==> src/rtl/instr_fetch_queue_pkg.sv <==
`default_nettype none
// ============================================================================
// Module      : instr_fetch_queue_pkg
// Description : Shared constants and helpers for the dual-issue fetch queue
//               and its consumer (relayer_unit).
// Revision    : 1.0 - initial release
// ============================================================================
package instr_fetch_queue_pkg;

    localparam int IW_DEFAULT    = 16;
    localparam int AW_DEFAULT    = 8;
    localparam int DEPTH_DEFAULT = 8;

    // Instruction presented downstream whenever a slot holds no real entry.
    // relayer_unit treats this encoding as a no-op.
    localparam logic [15:0] NOP_INSTR = 16'h0000;

    // Dequeue amounts the queue can honour in one cycle.
    localparam logic [1:0] DEQ_NONE = 2'd0;
    localparam logic [1:0] DEQ_ONE  = 2'd1;
    localparam logic [1:0] DEQ_TWO  = 2'd2;

    // Number of entries consumed this cycle. A redirect discards the whole
    // queue through the flush path, so it consumes nothing explicitly.
    function automatic logic [1:0] deq_amount(
        input logic redirect,
        input logic stall,
        input logic single,
        input logic has_one,
        input logic has_two
    );
        logic [1:0] amt;
        amt = DEQ_NONE;
        if (redirect || stall) begin
            amt = DEQ_NONE;
        end else if (single) begin
            amt = has_one ? DEQ_ONE : DEQ_NONE;
        end else if (has_two) begin
            amt = DEQ_TWO;
        end else if (has_one) begin
            amt = DEQ_ONE;
        end
        return amt;
    endfunction

endpackage
`default_nettype wire

==> src/rtl/instr_fetch_queue_pair_fifo.sv <==
`default_nettype none
// ============================================================================
// Module      : instr_fetch_queue_pair_fifo
// Description : DEPTH-entry circular buffer of {pc, instr} with a 2-wide
//               write port, 0..2 entry dequeue, occupancy count and flush.
// Revision    : 1.0 - initial release
// ============================================================================
module instr_fetch_queue_pair_fifo #(
    parameter  int DEPTH = 8,
    parameter  int AW    = 8,
    parameter  int IW    = 16,
    localparam int PW    = $clog2(DEPTH),
    localparam int CW    = PW + 1
) (
    input  logic          clk,
    input  logic          rst,
    input  logic          flush,
    input  logic          enq,
    input  logic [AW-1:0] wr_pc,
    input  logic [IW-1:0] wr_instr0,
    input  logic [IW-1:0] wr_instr1,
    input  logic [1:0]    deq_cnt,
    output logic [CW-1:0] count,
    output logic [AW-1:0] head_pc,
    output logic [IW-1:0] head0_instr,
    output logic [IW-1:0] head1_instr
);

    logic [PW-1:0] head_q, head_d;
    logic [PW-1:0] tail_q, tail_d;
    logic [CW-1:0] count_q, count_d;
    logic [PW-1:0] head_p1;
    logic [PW-1:0] tail_p1;

    logic [AW-1:0] pc_mem_q    [DEPTH];
    logic [AW-1:0] pc_mem_d    [DEPTH];
    logic [IW-1:0] instr_mem_q [DEPTH];
    logic [IW-1:0] instr_mem_d [DEPTH];

    // DEPTH is a power of two, so pointer arithmetic wraps by overflow.
    assign head_p1 = head_q + PW'(1);
    assign tail_p1 = tail_q + PW'(1);

    // Next-state for pointers, occupancy and storage; flush beats everything.
    always_comb begin
        pc_mem_d    = pc_mem_q;
        instr_mem_d = instr_mem_q;
        head_d      = head_q;
        tail_d      = tail_q;
        count_d     = count_q;
        if (flush) begin
            head_d  = '0;
            tail_d  = '0;
            count_d = '0;
        end else begin
            if (enq) begin
                pc_mem_d[tail_q]     = wr_pc;
                instr_mem_d[tail_q]  = wr_instr0;
                pc_mem_d[tail_p1]    = wr_pc + AW'(1);
                instr_mem_d[tail_p1] = wr_instr1;
                tail_d               = tail_q + PW'(2);
            end
            head_d  = head_q + PW'(deq_cnt);
            count_d = count_q + (enq ? CW'(2) : CW'(0)) - CW'(deq_cnt);
        end
    end

    // Control state, cleared asynchronously.
    always_ff @(posedge clk or posedge rst) begin
        if (rst) begin
            head_q  <= '0;
            tail_q  <= '0;
            count_q <= '0;
        end else begin
            head_q  <= head_d;
            tail_q  <= tail_d;
            count_q <= count_d;
        end
    end

    // Storage needs no reset: entries are only visible while counted.
    always_ff @(posedge clk) begin
        pc_mem_q    <= pc_mem_d;
        instr_mem_q <= instr_mem_d;
    end

    // Oldest two entries; the second index wraps so a straddling pair reads
    // correctly.
    assign count       = count_q;
    assign head_pc     = pc_mem_q[head_q];
    assign head0_instr = instr_mem_q[head_q];
    assign head1_instr = instr_mem_q[head_p1];

endmodule
`default_nettype wire

==> src/rtl/instr_fetch_queue.sv <==
`default_nettype none
// ============================================================================
// Module      : instr_fetch_queue
// Description : Dual-issue fetch stage. Holds the fetch PC, enqueues two
//               consecutive instructions per cycle when room allows, and
//               presents the two oldest entries to relayer_unit.
// Revision    : 1.0 - initial release
// ============================================================================
module instr_fetch_queue
    import instr_fetch_queue_pkg::*;
#(
    parameter int IW    = IW_DEFAULT,
    parameter int AW    = AW_DEFAULT,
    parameter int DEPTH = DEPTH_DEFAULT
) (
    input  logic          clk,
    input  logic          rst,
    output logic [AW-1:0] imem_addr,
    input  logic [IW-1:0] imem_rdata0,
    input  logic [IW-1:0] imem_rdata1,
    input  logic          redirect_valid,
    input  logic [AW-1:0] redirect_pc,
    input  logic          stall_in,
    input  logic          single_in,
    output logic [IW-1:0] instr1_o,
    output logic [IW-1:0] instr2_o,
    output logic          valid1_o,
    output logic          valid2_o,
    output logic [AW-1:0] pc1_o
);

    localparam int CW = $clog2(DEPTH) + 1;

    logic [AW-1:0] pc_q, pc_d;
    logic [CW-1:0] count;
    logic [CW-1:0] free_slots;
    logic          has_one;
    logic          has_two;
    logic          enq;
    logic [1:0]    deq_cnt;
    logic [AW-1:0] head_pc;
    logic [IW-1:0] head0_instr;
    logic [IW-1:0] head1_instr;

    assign has_one    = (count != '0);
    assign has_two    = (count >= CW'(2));
    assign free_slots = CW'(DEPTH) - count;

    // Enqueue decision uses the pre-dequeue occupancy so room is guaranteed
    // regardless of what relayer_unit consumes; a redirect suppresses it.
    always_comb begin
        enq     = 1'b0;
        deq_cnt = deq_amount(redirect_valid, stall_in, single_in, has_one, has_two);
        if (!redirect_valid && (free_slots >= CW'(2))) begin
            enq = 1'b1;
        end
    end

    // Fetch PC: redirect target wins, otherwise advance by a pair on enqueue.
    always_comb begin
        pc_d = pc_q;
        if (redirect_valid) begin
            pc_d = redirect_pc;
        end else if (enq) begin
            pc_d = pc_q + AW'(2);
        end
    end

    // Fetch PC register.
    always_ff @(posedge clk or posedge rst) begin
        if (rst) begin
            pc_q <= '0;
        end else begin
            pc_q <= pc_d;
        end
    end

    assign imem_addr = pc_q;

    instr_fetch_queue_pair_fifo #(
        .DEPTH (DEPTH),
        .AW    (AW),
        .IW    (IW)
    ) u_fifo (
        .clk         (clk),
        .rst         (rst),
        .flush       (redirect_valid),
        .enq         (enq),
        .wr_pc       (pc_q),
        .wr_instr0   (imem_rdata0),
        .wr_instr1   (imem_rdata1),
        .deq_cnt     (deq_cnt),
        .count       (count),
        .head_pc     (head_pc),
        .head0_instr (head0_instr),
        .head1_instr (head1_instr)
    );

    // Outputs come from registered queue state only; stall/single never reach
    // them combinationally, which breaks the loop through relayer_unit.
    always_comb begin
        valid1_o = has_one;
        valid2_o = has_two;
        instr1_o = has_one ? head0_instr : IW'(NOP_INSTR);
        instr2_o = has_two ? head1_instr : IW'(NOP_INSTR);
        pc1_o    = has_one ? head_pc : '0;
    end

endmodule
`default_nettype wire

==> config.mk <==
export PLATFORM = sky130hd
export DESIGN_NAME = instr_fetch_queue
export DESIGN_NICKNAME = d
export VERILOG_FILES = /design/src/rtl/instr_fetch_queue_pkg.sv /design/src/rtl/instr_fetch_queue_pair_fifo.sv /design/src/rtl/instr_fetch_queue.sv
export SDC_FILE = /design/constraint.sdc
export NUM_CORES = 1
export LEC_CHECK = 0
export ABC_AREA = 1
export CORE_ASPECT_RATIO = 0.7
export CORE_MARGIN = 10
export CORE_UTILIZATION = 30
export DETAILED_ROUTE_END_ITERATION = 10
export DONT_BUFFER_PORTS = 1
export PLACE_DENSITY = 0.56
export SLEW_MARGIN = 20
export SYNTH_ARGS = -nofsm -noshare
export SYNTH_HDL_FRONTEND = slang
export SYNTH_SLANG_ARGS = --single-unit
export TNS_END_PERCENT = 50
==> constraint.sdc <==
create_clock -name clk -period 5.2 [get_ports clk]
set_clock_uncertainty 0.1 [all_clocks]
set_input_delay 0.52 -clock clk [delete_from_list [all_inputs] [get_ports clk]]
set_output_delay 0.52 -clock clk [all_outputs]
set_load 0.02 [all_outputs]
# After elaboration in Yosys (flattened, before gate mapping)
# Cells that the tools add are included.
dict set report op_classes {
  addsub 9
  order_cmp 8
  n_mux 36
  bitwise 5
  n_reduce_logical 8
}
# operator n
set op_table {}
lappend op_table {{128-bit bitwise mux} 2}
lappend op_table {{64-bit bitwise mux} 2}
lappend op_table {{16-bit two-way mux} 8}
lappend op_table {{16-bit binary-select mux with 3-bit select} 2}
lappend op_table {{16-bit demux with 3-bit select} 2}
lappend op_table {{8-bit two-way mux} 7}
lappend op_table {{8-bit demux with 3-bit select} 2}
lappend op_table {{8-bit binary-select mux with 3-bit select} 1}
lappend op_table {{4-bit >= comparator (second input constant)} 4}
lappend op_table {{3-bit inverter with 4-bit output} 4}
lappend op_table {{3-bit two-way mux} 3}
lappend op_table {{8-bit by 1-bit adder with 8-bit output (second input constant)} 1}
lappend op_table {{8-bit by 2-bit adder with 8-bit output (second input constant)} 1}
lappend op_table {{4-bit by 2-bit >= comparator with 1-bit output (second input constant)} 2}
lappend op_table {{4-bit by 1-bit < comparator with 1-bit output (second input constant)} 2}
lappend op_table {{2-bit two-way mux} 4}
lappend op_table {{3-bit by 1-bit adder with 3-bit output (second input constant)} 2}
lappend op_table {{4-bit adder} 1}
lappend op_table {{4-bit two-way mux} 1}
lappend op_table {{4-bit nonzero test} 1}
lappend op_table {{4-bit by 2-bit subtractor with 4-bit output} 1}
lappend op_table {{4-bit subtractor (first input constant)} 1}
lappend op_table {{3-bit by 2-bit adder with 3-bit output} 1}
lappend op_table {{3-bit by 2-bit adder with 3-bit output (second input constant)} 1}
lappend op_table {{other kinds (7)} 10}
dict set report word_totals {
  regBits 210
  input_bits 45
  word_cells 86
}

# Longest topological paths before layout
dict set report logic_depth {
  depth_word 8
  ltp_mapped 16
  mapped_depth_nobuf 15
}

# Modules after synthesis
# Synthesis repeated with hierarchy kept, for this count alone.
dict set report hier_totals {
  hier_cells 1791
  area_unflattened_um2 12832.3
}
# module n_inst cells_each area_each_um2
set by_module_without_submodules {}
lappend by_module_without_submodules {instr_fetch_queue_pair_fifo 1 1604 11823.8}
lappend by_module_without_submodules {instr_fetch_queue 1 187 1008.5}

# Worst setup path after synthesis
# OpenSTA, ideal clock, no wires.
dict set report synth_timing {
  path_kind {reg-to-reg}
  startpoint {register u_fifo.count_q[1] (netlist: u_fifo.count[1])}
  endpoint {register u_fifo.instr_mem_q[0] (netlist bit) (enable)}
  t_arrival_ps 3300
  t_required_ps 4646
  path_slack_ps 1346
  stages_incl_launch_ff 10
  n_path_buf 1
  cell_sequence {dfrtp_1 > inv_1 > ha_1 > nor2_1 > nand3_1 > nor2_1 > buf_4 > nand2_1 > nand2_1 > nor2_1}
}
dict set report synth_between {
  elab_chain_cells 5
}
# element line
set synth_lines {}
lappend synth_lines {{from (decl)} instr_fetch_queue_pair_fifo.sv:31} ;# logic [CW-1:0] count_q, count_d;
lappend synth_lines {{from (signal assigned)} instr_fetch_queue_pair_fifo.sv:77} ;# count_q <= count_d;
lappend synth_lines {{4-bit subtractor} instr_fetch_queue.sv:47} ;# assign free_slots = CW'(DEPTH) - count;
lappend synth_lines {{4-bit by 2-bit >= comparator with 1-bit output} instr_fetch_queue.sv:54} ;# if (!redirect_valid && (free_slots >= CW'(2))) begin
lappend synth_lines {{1-bit logical AND} instr_fetch_queue.sv:54}
lappend synth_lines {{1-bit two-way mux} instr_fetch_queue.sv:54}
lappend synth_lines {{2-bit AND reduction (no line)} --}
lappend synth_lines {{to (signal assigned)} instr_fetch_queue_pair_fifo.sv:84} ;# instr_mem_q <= instr_mem_d;
lappend synth_lines {{to (decl)} instr_fetch_queue_pair_fifo.sv:37} ;# logic [IW-1:0] instr_mem_q [DEPTH];
# Every way passes these cells.
# A chain may end at the register's enable or synchronous reset.

# Worst setup path after layout
dict set report layout_timing {
  startpoint {register u_fifo.head_q[0]}
  endpoint {output instr2_o[0]}
}
dict set report layout_between {
  elab_chain_cells 6
}
# element line
set layout_lines {}
lappend layout_lines {{from (decl)} instr_fetch_queue_pair_fifo.sv:29} ;# logic [PW-1:0] head_q, head_d;
lappend layout_lines {{from (signal assigned)} instr_fetch_queue_pair_fifo.sv:71} ;# head_q <= '0;
lappend layout_lines {{from (signal assigned)} instr_fetch_queue_pair_fifo.sv:75} ;# head_q <= head_d;
lappend layout_lines {{3-bit by 1-bit adder with 3-bit output} instr_fetch_queue_pair_fifo.sv:41} ;# assign head_p1 = head_q + PW'(1);
lappend layout_lines {{3-bit inverter with 4-bit output (implied by the code)} instr_fetch_queue_pair_fifo.sv:92} ;# assign head1_instr = instr_mem_q[head_p1];
lappend layout_lines {{16-bit binary-select mux with 3-bit select} instr_fetch_queue_pair_fifo.sv:92}
lappend layout_lines {{16-bit two-way mux (implied by the code) (2 in a row)} instr_fetch_queue_pair_fifo.sv:92}
lappend layout_lines {{16-bit two-way mux} instr_fetch_queue.sv:105} ;# instr2_o = has_two ? head1_instr : IW'(NOP_INSTR);
lappend layout_lines {{to (decl)} instr_fetch_queue.sv:26} ;# output logic [IW-1:0] instr2_o,
# Every way passes these cells. The select of a mux whose other input is x is not followed.

==> results.yml <==
status:
  status: "finished clean"
synthesis:
  ys_seq_elements: 209
  syn_nets: 1490
  synth_edf_count: 192
  synth_flop_cell: "edfxtp_1"
  avgSynthCellArea_um2: 8.176
  ys_types: 28
  ys_seq_area_share_pct: 53.18
  synth_warnings: 0
  async_flop_share_pct: 8.134
  synth_cells: 1424
  synth_area_um2: 11640
die:
  io_pins: 95
  die_area_um2: 47210
  coreArea_um2: 38360
  fp.dieW_um: 255.5
  rows: 60
  start_util_pct: 30.35
  die_h_um: 184.8
drt:
  first_pass_iters: 5
  avgRoutedWirePerCell_um: 18.00
  drc: 0
  detail-route-antenna-nets: 0
  vias: 9152
  vias_per_cell: 4.759
  wl_um: 34610
  drt_iter0_markers: 845
layout:
  fillers: 3941
  final_cells: 1923
  final_design_area_no_fill_um2: 12920
  drive_gt1_share_pct: 5.014
  fin_nets: 1444
  antenna_cells: 0
  fin_util_pct: 33.69
  syn_to_final_growth_pct: 11.00
power:
  p_leak_uw: 0.006003
  ir_drop_mv: 0.2106
  power.density_nw_per_um2: 564.4
worst_setup_path:
  required_ns: 4.58
  crit_type: "flip-flop to output pin"
  crit_path_end_kind: "output pin"
  worstPathArrival_ns: 3.19
  path_max_fanout: 20
  start_kind: "flip-flop"
clock_tree:
  clockRootBuffer: "clkbuf_16"
  tritoncts: "done"
  cts_resized: 0
  cts_buffer_depth: 3
  cts-htree-levels: 1
  clkTransAtPathRegs_ns: 0.06
  clkSinkCount: 209
  insertion_delay_ns: 0.52
  cts_made_buffers: 24
timing:
  hold_viol: 0
  fin_crit_sh_pct: 73.34
  rsz0062_at_grt: "false"
  tns_ns: 0
  tightest_slew_ns: 0.9778
  finalCriticalPeriod_ns: 3.814
  final_max_slew_viol_count: 0
  maxSlewHeadroom_pct: 34.58
  setup_viol: 0
  max_freq_ghz: 0.2622
run:
  drv_cap: 0
place:
  portBuffers: 0
  postPlaceCellArea_um2: 12010
  place_hpwl_um: 20870
  dpl.cell_count: 1876
  place_congestion: 0.7892
grt:
  grt_first_pass_wirelength_um: 52770
  overflow: 0
  grt_max_degree: 125
  grt_pass1_vias: 8707
  antenna_found_initial: 0
  grt_usage_pct: 14.34
hold_path:
  hold_class: "input port to flip-flop"
state kept, by name (all words and copies together), names as in the netlist:
name,cells
imem_addr,8
u_fifo.count,4
u_fifo.tail_q,2
u_fifo.instr_mem_q,128
u_fifo.head_q,3
u_fifo.pc_mem_q,64
Yosys cell counts (6+ instances only):
cell        n  area share [%]
o211ai_1   16             1.0
clkbuf_1   40             1.3
inv_1     245             7.9
o21ai_1    76             3.3
nand4_1     9            0.48
nand2_1   273             8.8
edfxtp_1  192              50
buf_1       8            0.26
o21ai_0   114             4.9
nor2_1    212             6.8
ha_1       18             1.9
nand3_1    37             1.6
a21oi_1   103             4.4
dfrtp_1    17             3.7
buf_4       6            0.39
buf_6      10            0.97
buf_2      29             1.2
placed cells by master, fill, tap and decap left out, drive strengths merged, types with 6 or more instances in the layout:
master  instances
clkinv          9
ha             18
o211ai         16
inv           248
a21oi         103
nor2          212
nand3          37
o21ai         190
dfrtp          17
clkbuf         29
nand4           9
nand2         273
buf            22
bufinv          6
edfxtp        192
report_power, final:
group	leakage, µW	internal (µW)	switching (µW)	total, µW
Sequential	0.00201	2360	280	2640
Clock	0.000419	1170	682	1850
Combinational	0.00357	677	2120	2800
Total	0.00600	4210	3090	7290
worst max-delay path: stages, from the launching register on:
cell and delay [ns]:
dfrtp_4 0.59, ha_1 0.36, inv_1 0.44, buf_4 0.40, o21ai_0 0.16, a21oi_1 0.14
o21ai_0 0.09, nor2_1 0.48
logic make-up after synthesis:
family                   after synthesis  synth area share, %
AND/OR/NAND/NOR                      533                17.81
AO/OA/AOI/OAI                        311                13.76
adder cells (fa/ha/maj)               21                2.450
XOR/XNOR                               6               0.5160
flip-flops                           209                53.18
buffers and inverters                344                12.29
metal layers:
layer	wire [µm]	global-route usage [%]	up-vias
met5	0	0	-
met4	386	2.944	0
met3	2757	3.562	32
met2	15690	23.18	285
met1	15780	19.18	4367
li1	-	-	4468
metrics by stage:
| stage | power, µW | hold slack (ns) | setup WS (ns) |
|---|---|---|---|
| 6_report | 7294 | 0.02062 | 1.386 |
| 5_1_grt | 7806 | 0.001545 | 1.135 |
| 4_1_cts | 7374 | 0.001562 | 1.261 |
| 3_5_place_dp | 5503 | 0.4622 | 1.553 |
| 3_3_place_gp | 5446 | 0.4571 | 1.600 |
| 2_1_floorplan | 4642 | 0.3461 | 1.346 |
area by class of cell:
| cell class | instances | area, µm² | share of cell area [%] |
|---|---|---|---|
| well taps | 527 | 659.4 | 5.102 |
| clock inverters | 15 | 221.5 | 1.714 |
| inverters | 248 | 935.9 | 7.242 |
| clock buffers | 29 | 640.6 | 4.957 |
| repair buffers | 24 | 205.2 | 1.588 |
| flip-flops and latches | 209 | 6197 | 47.95 |
| multi-input cells | 871 | 4064 | 31.45 |
what timing repair did:
action                    4_1_cts  5_1_grt
setup buffers                   0        0
hold endpoints to repair       23        0
hold buffers                    2        0
final timing paths:
kind	start	to	slack, ns	cells past startpoint
min in group asynchronous	rst	u_fifo.count[3]	0.47	2
max	u_fifo.head_q[0]	instr2_o[0]	1.39	7
max reg2reg	u_fifo.count[1]	u_fifo.count[3]	1.55	14
min reg2reg	u_fifo.tail_q[1]	u_fifo.tail_q[1]	0.57	2
max in group asynchronous	rst	u_fifo.head_q[0]	4.01	2
min	redirect_valid	imem_addr[0]	0.02	1
Note: power is estimated with default switching activity, not from simulation.
